### config.mk
export PLATFORM = sky130hd
export DESIGN_NAME = shift_barrelfast_sright_pipe_flat
export DESIGN_NICKNAME = d
export VERILOG_FILES = /design/src/rtl/shift_barrelfast_sright_pipe_if.sv /design/src/rtl/shift_barrelfast_sright_pipe.sv /design/src/flat_wrapper.sv
export SDC_FILE = /design/constraint.sdc
export NUM_CORES = 1
export LEC_CHECK = 0
export ABC_CLOCK_PERIOD_IN_PS = 2300
export CORE_UTILIZATION = 50
export DETAILED_ROUTE_END_ITERATION = 16
export GPL_ROUTABILITY_DRIVEN = 1
export PLACE_DENSITY_LB_ADDON = 0.1
export SLEW_MARGIN = 20
export SYNTH_ARGS = -nofsm -noshare
export SYNTH_HDL_FRONTEND = slang
export SYNTH_SLANG_ARGS = --single-unit
### constraint.sdc
create_clock -name clk -period 2.3 [get_ports clk]
set_input_delay 0.46 -clock clk [delete_from_list [all_inputs] [get_ports clk]]
set_output_delay 0.46 -clock clk [all_outputs]
set_load 0.02 [all_outputs]
### src/rtl/shift_barrelfast_sright_pipe_if.sv
// Producer/consumer bundle for the pipelined right barrel shifter.
// The slave modport is the shifter; the master modport is the surrounding logic.
interface shift_barrelfast_sright_pipe_if #(
    parameter int unsigned Bits = 64
);
    localparam int unsigned L = $clog2(Bits);

    logic            inp_valid;
    logic            inp_retry;
    logic [Bits-1:0] inp_a;
    logic [L-1:0]    inp_sh;
    logic            inp_arith;
    logic            out_valid;
    logic            out_retry;
    logic [Bits-1:0] out_b;

    modport slave (
        input  inp_valid, inp_a, inp_sh, inp_arith, out_retry,
        output inp_retry, out_valid, out_b
    );

    modport master (
        output inp_valid, inp_a, inp_sh, inp_arith, out_retry,
        input  inp_retry, out_valid, out_b
    );
endinterface

### src/rtl/shift_barrelfast_sright_pipe.sv
// Two-stage right barrel shifter (logical/arithmetic) with valid/retry flow control.
// Stage 1 applies the coarse shift (upper shift bits), stage 2 the fine shift.
module shift_barrelfast_sright_pipe #(
    parameter int unsigned Bits = 64
) (
    input  logic                            clk,
    input  logic                            reset,
    shift_barrelfast_sright_pipe_if.slave   bus
);
    localparam int unsigned L  = $clog2(Bits);
    localparam int unsigned H  = L / 2;
    localparam int unsigned HL = L - H;

    logic            s1_valid_q, s1_valid_d;
    logic [Bits-1:0] s1_data_q,  s1_data_d;
    logic [H-1:0]    s1_shlo_q,  s1_shlo_d;
    logic            s1_arith_q, s1_arith_d;
    logic            s1_sign_q,  s1_sign_d;
    logic            s2_valid_q, s2_valid_d;
    logic [Bits-1:0] s2_data_q,  s2_data_d;

    logic            s1_adv;
    logic            s2_adv;
    logic            fill1;
    logic            fill2;
    logic [L-1:0]    amt1;
    logic [H-1:0]    amt2;

    // Back-pressure: a stage advances when it is empty or its successor advances.
    assign s2_adv        = !s2_valid_q || !bus.out_retry;
    assign s1_adv        = !s1_valid_q || s2_adv;
    assign bus.inp_retry = !s1_adv || reset;
    assign bus.out_valid = s2_valid_q;
    assign bus.out_b     = s2_data_q;

    always_comb begin
        s1_valid_d = s1_valid_q;
        s1_data_d  = s1_data_q;
        s1_shlo_d  = s1_shlo_q;
        s1_arith_d = s1_arith_q;
        s1_sign_d  = s1_sign_q;
        s2_valid_d = s2_valid_q;
        s2_data_d  = s2_data_q;
        fill1      = bus.inp_arith & bus.inp_a[Bits-1];
        fill2      = s1_arith_q & s1_sign_q;
        amt1       = {bus.inp_sh[L-1:H], H'(0)};
        amt2       = s1_shlo_q;

        if (s1_adv) begin
            s1_valid_d = bus.inp_valid;
            // Vacated upper bits are forced to the fill value by masking.
            s1_data_d  = (bus.inp_a >> amt1)
                       | (fill1 ? ~({Bits{1'b1}} >> amt1) : {Bits{1'b0}});
            s1_shlo_d  = bus.inp_sh[H-1:0];
            s1_arith_d = bus.inp_arith;
            s1_sign_d  = bus.inp_a[Bits-1];
        end

        if (s2_adv) begin
            s2_valid_d = s1_valid_q;
            s2_data_d  = (s1_data_q >> amt2)
                       | (fill2 ? ~({Bits{1'b1}} >> amt2) : {Bits{1'b0}});
        end
    end

    always_ff @(posedge clk) begin
        if (reset) begin
            s1_valid_q <= 1'b0;
            s1_data_q  <= '0;
            s1_shlo_q  <= '0;
            s1_arith_q <= 1'b0;
            s1_sign_q  <= 1'b0;
            s2_valid_q <= 1'b0;
            s2_data_q  <= '0;
        end else begin
            s1_valid_q <= s1_valid_d;
            s1_data_q  <= s1_data_d;
            s1_shlo_q  <= s1_shlo_d;
            s1_arith_q <= s1_arith_d;
            s1_sign_q  <= s1_sign_d;
            s2_valid_q <= s2_valid_d;
            s2_data_q  <= s2_data_d;
        end
    end

    // Only the upper shift bits feed stage 1; HL is kept for readability of the split.
    if (HL == 0) begin : g_bad_width
        $error("Bits too small");
    end
endmodule

### src/flat_wrapper.sv
// flat-port wrapper written by rule: the top's interface ports become plain ports
module shift_barrelfast_sright_pipe_flat 
#(
    parameter int unsigned Bits = 64
)
  (clk, reset, bus_inp_valid, bus_inp_a, bus_inp_sh, bus_inp_arith, bus_out_retry, bus_inp_retry, bus_out_valid, bus_out_b);
  shift_barrelfast_sright_pipe_if #(.Bits(Bits)) bus_i ();
  input  logic clk;
  input  logic reset;
  input wire logic [$bits(bus_i.inp_valid)-1:0] bus_inp_valid;
  input wire logic [$bits(bus_i.inp_a)-1:0] bus_inp_a;
  input wire logic [$bits(bus_i.inp_sh)-1:0] bus_inp_sh;
  input wire logic [$bits(bus_i.inp_arith)-1:0] bus_inp_arith;
  input wire logic [$bits(bus_i.out_retry)-1:0] bus_out_retry;
  output wire logic [$bits(bus_i.inp_retry)-1:0] bus_inp_retry;
  output wire logic [$bits(bus_i.out_valid)-1:0] bus_out_valid;
  output wire logic [$bits(bus_i.out_b)-1:0] bus_out_b;
  assign bus_i.inp_valid = bus_inp_valid;
  assign bus_i.inp_a = bus_inp_a;
  assign bus_i.inp_sh = bus_inp_sh;
  assign bus_i.inp_arith = bus_inp_arith;
  assign bus_i.out_retry = bus_out_retry;
  assign bus_inp_retry = bus_i.inp_retry;
  assign bus_out_valid = bus_i.out_valid;
  assign bus_out_b = bus_i.out_b;
  shift_barrelfast_sright_pipe #(.Bits(Bits)) u_core (.clk(clk), .reset(reset), .bus(bus_i));
endmodule
==> run_results.csv <==
group,metric,value,unit
clock_network,clkSinkCount,135,
logic_synthesis,synth-edff-count,0,
floorplanning,std_cell_rows,46,
clock_network,numCtsBuffers,17,
timing,rsz0062_at_grt,"false",
layout,design_area,10700,sq um
timing,maxSlewViolCount,0,
placement,post_dp_cell_area,9990,sq um
layout,layout-drive-gt1-share,17.5,%
layout,antenna_cells,0,
floorplanning,die-width,130,um
critical_path,critPathKind,"input pin to output pin",
worst_hold_path,hold_path_class,"register to register",
logic_synthesis,ys_async_sr_fraction,0,%
route,vias_per_cell,6.25,
logic_synthesis,synth_most_common_cell,"dfxtp_1",
critical_path,cp.arrival,1.61,ns
clock_network,path_clk_slew,0.06,ns
timing,final.setup_skew,0.00840,ns
logic_synthesis,synth_top_flop_cell,"dfxtp_1",
timing,setup_violations,0,
logic_synthesis,ys_seq_area_share,33.0,%
layout,finish.utilization,66.9,%
floorplanning,die-area,16900,sq um
logic_synthesis,yosys.area.top_type,"dfxtp_1",
floorplanning,die-height,130,um
logic_synthesis,synth-warning-count,0,
timing,worst_pin_slew,0.746,ns
route,route.detailed.drc,0,
timing,finalHoldViolations,0,
critical_path,crit_fanout,2,
logic_synthesis,syn_inst,892,
logic_synthesis,synth_common_cells,"dfxtp_1, nor2_1, nor3_1, mux2i_1, o22ai_1",
global_route,grt_antenna_before_repair,0,
floorplanning,start_util,51.3,%
power_and_ir_drop,vdd_drop_max,0.534,mV
global_route,grt_start_max_net_pins,136,
critical_path,worstSetupStartpointType,"input pin",
timing,period_share,90.1,%
timing,relSlewSlack,49.9,%
clock_network,cts_tree,"built",
logic_synthesis,syn_avg_cell_area,9.18,sq um
floorplanning,boundaryPins,141,
layout,finalNetCount,1094,
timing,post-route-min-period,2.07,ns
timing,tns,0,ns
floorplanning,core_area,15900,sq um
clock_network,worstSkewPairLatency,0.42,ns
logic_synthesis,synth_nets,967,
critical_path,required,1.84,ns
global_route,first_global_vias,6930,
placement,place_congestion,0.974,
clock_network,hold_buffers,0,
placement,portBuffers,140,
timing,layout_setup_ws,0.227,ns
route,drtIter0Drc,708,
power_and_ir_drop,powerDensity,704,nW/um^2
power_and_ir_drop,power_leakage,4.10,nW
clock_network,clock_path_buffers,2,
route,wire_per_inst,19.6,um
route,num_vias,7802,
clock_network,root_buffer,"clkbuf_16",
global_route,grt_first_pass_wirelength,38000,um
job,cap_violations,0,
placement,pre_cts_slack,-0.0298,ns
route,first_pass_iters,5,
global_route,grt-ovfl-total,0,
clock_network,h-tree-depth,4,
global_route,grtUsageTotal,29.9,%
critical_path,worst_setup_path_end_kind,"output pin",
logic_synthesis,synth_seq_cells,135,
route,wl,24500,um
layout,syn_to_final_growth,30.2,%
outcome,status,"completed",
placement,hpwl,18300,um
route,ant_nets,0,
logic_synthesis,synth_area_leaders,"dfxtp_1, mux4_2, mux2i_1",
logic_synthesis,ys_types,38,
logic_synthesis,synth_top_area_share,33.0,%
timing,clock.fmax,482,MHz
logic_synthesis,netlist_area,8190,sq um
[through the flow]
stage / hold slack [ns] / power [mW] / cells
global route: 0.481 / 7.77 / 1248
CTS: 0.462 / 7.51 / 1248
detailed placement: 0.453 / 4.45 / 1216
floorplan: 0.431 / 3.75 / 892
finish: 0.460 / 7.50 / 1248
global placement: 0.443 / 4.43 / 1216
[worst max-delay path: stages]
cell	delay (ns)
clkdlybuf4s50_1	0.50
nand3_2	0.17
nand2b_1	0.14
dlygate4sd2_1	0.34
[what timing repair did]
| action | in CTS | in global routing |
|---|---|---|
| setup endpoints to repair | 1 | 0 |
| hold endpoints to repair | 0 | 0 |
| resized for setup | 1 | 0 |
| buffers inserted | 0 | 0 |
[power by group]
| part | switching, mW | leakage (nW) | internal (mW) |
|---|---|---|---|
| clock network | 1.03 | 0.326 | 2.04 |
| registers | 0.182 | 1.12 | 2.54 |
| logic | 0.859 | 2.66 | 0.851 |
| total | 2.08 | 4.10 | 5.43 |
[layer usage]
| metal | track usage, % | wire length, um |
|---|---|---|
| met1 | 42.4 | 11000 |
| met2 | 46.1 | 11200 |
| met3 | 4.39 | 1690 |
| met4 | 11.2 | 629 |
| met5 | 0 | 0 |
[area by class of cell]
cell class / count / area [sq um]
Tap cell: 216 / 270
Clock buffer: 21 / 480
Clock inverter: 11 / 193
Inverter: 3 / 11.3
Timing Repair Buffer: 199 / 1940
Multi-Input combinational cell: 663 / 5060
Fill cell: 1340 / 5280
Sequential cell: 135 / 2710
[layout by cell type (no fill, tap or decap), types with 2 or more instances in the layout]
| master | instances |
|---|---|
| clkdlybuf4s50_1 | 137 |
| dfxtp_1 | 133 |
| nor2_1 | 131 |
| nor3_1 | 89 |
| mux2i_1 | 83 |
| o22ai_1 | 62 |
| mux4_2 | 58 |
| buf_4 | 53 |
| a21oi_1 | 44 |
| nand2_1 | 43 |
| a211oi_1 | 34 |
| o21ai_0 | 19 |
| o2bb2ai_1 | 17 |
| clkbuf_16 | 17 |
| mux2_2 | 16 |
| o211ai_1 | 10 |
| a2bb2oi_1 | 9 |
| a311oi_1 | 8 |
| a22oi_1 | 8 |
| buf_12 | 8 |
| o221a_2 | 7 |
| bufinv_16 | 5 |
| nor2b_1 | 4 |
| clkbuf_8 | 4 |
| nand2b_1 | 3 |
| o21ai_1 | 3 |
| and2_1 | 2 |
| a2111oi_1 | 2 |
| a2111oi_0 | 2 |
| and3_1 | 2 |
| clkinvlp_4 | 2 |
| clkinv_2 | 2 |
[sequential cells by signal (all words and copies together) (netlist names)]
register	count
u_core.bus.out_b	64
u_core.s1_arith_q	1
u_core.s1_valid_q	1
u_core.bus.out_valid	1
u_core.s1_data_q	64
u_core.amt2	3
u_core.s1_sign_q	1
[path summary, 6_finish.rpt]
kind              depth (start not counted)  slack (ns)                start                   end
hold reg to reg                           2        0.46  u_core.s1_data_q[0]   u_core.s1_data_q[0]
setup reg to reg                          4        0.38       u_core.amt2[0]  u_core.bus.out_b[60]
setup / recovery                          4        0.23        bus_out_retry         bus_inp_retry
hold / removal                            2        0.46  u_core.s1_data_q[0]   u_core.s1_data_q[0]
[cells by family (layout without fill, tap and decap cells)]
group,count (synthesis),count (layout),synth area share [%]
AND/OR/NAND/NOR,280,280,14.7
buffers and inverters,94,234,5.27
flip-flops,135,135,33.0
multiplexers,157,157,28.3
AO/OA/AOI/OAI,226,226,18.7
Note: power is estimated with default switching activity, not from simulation.
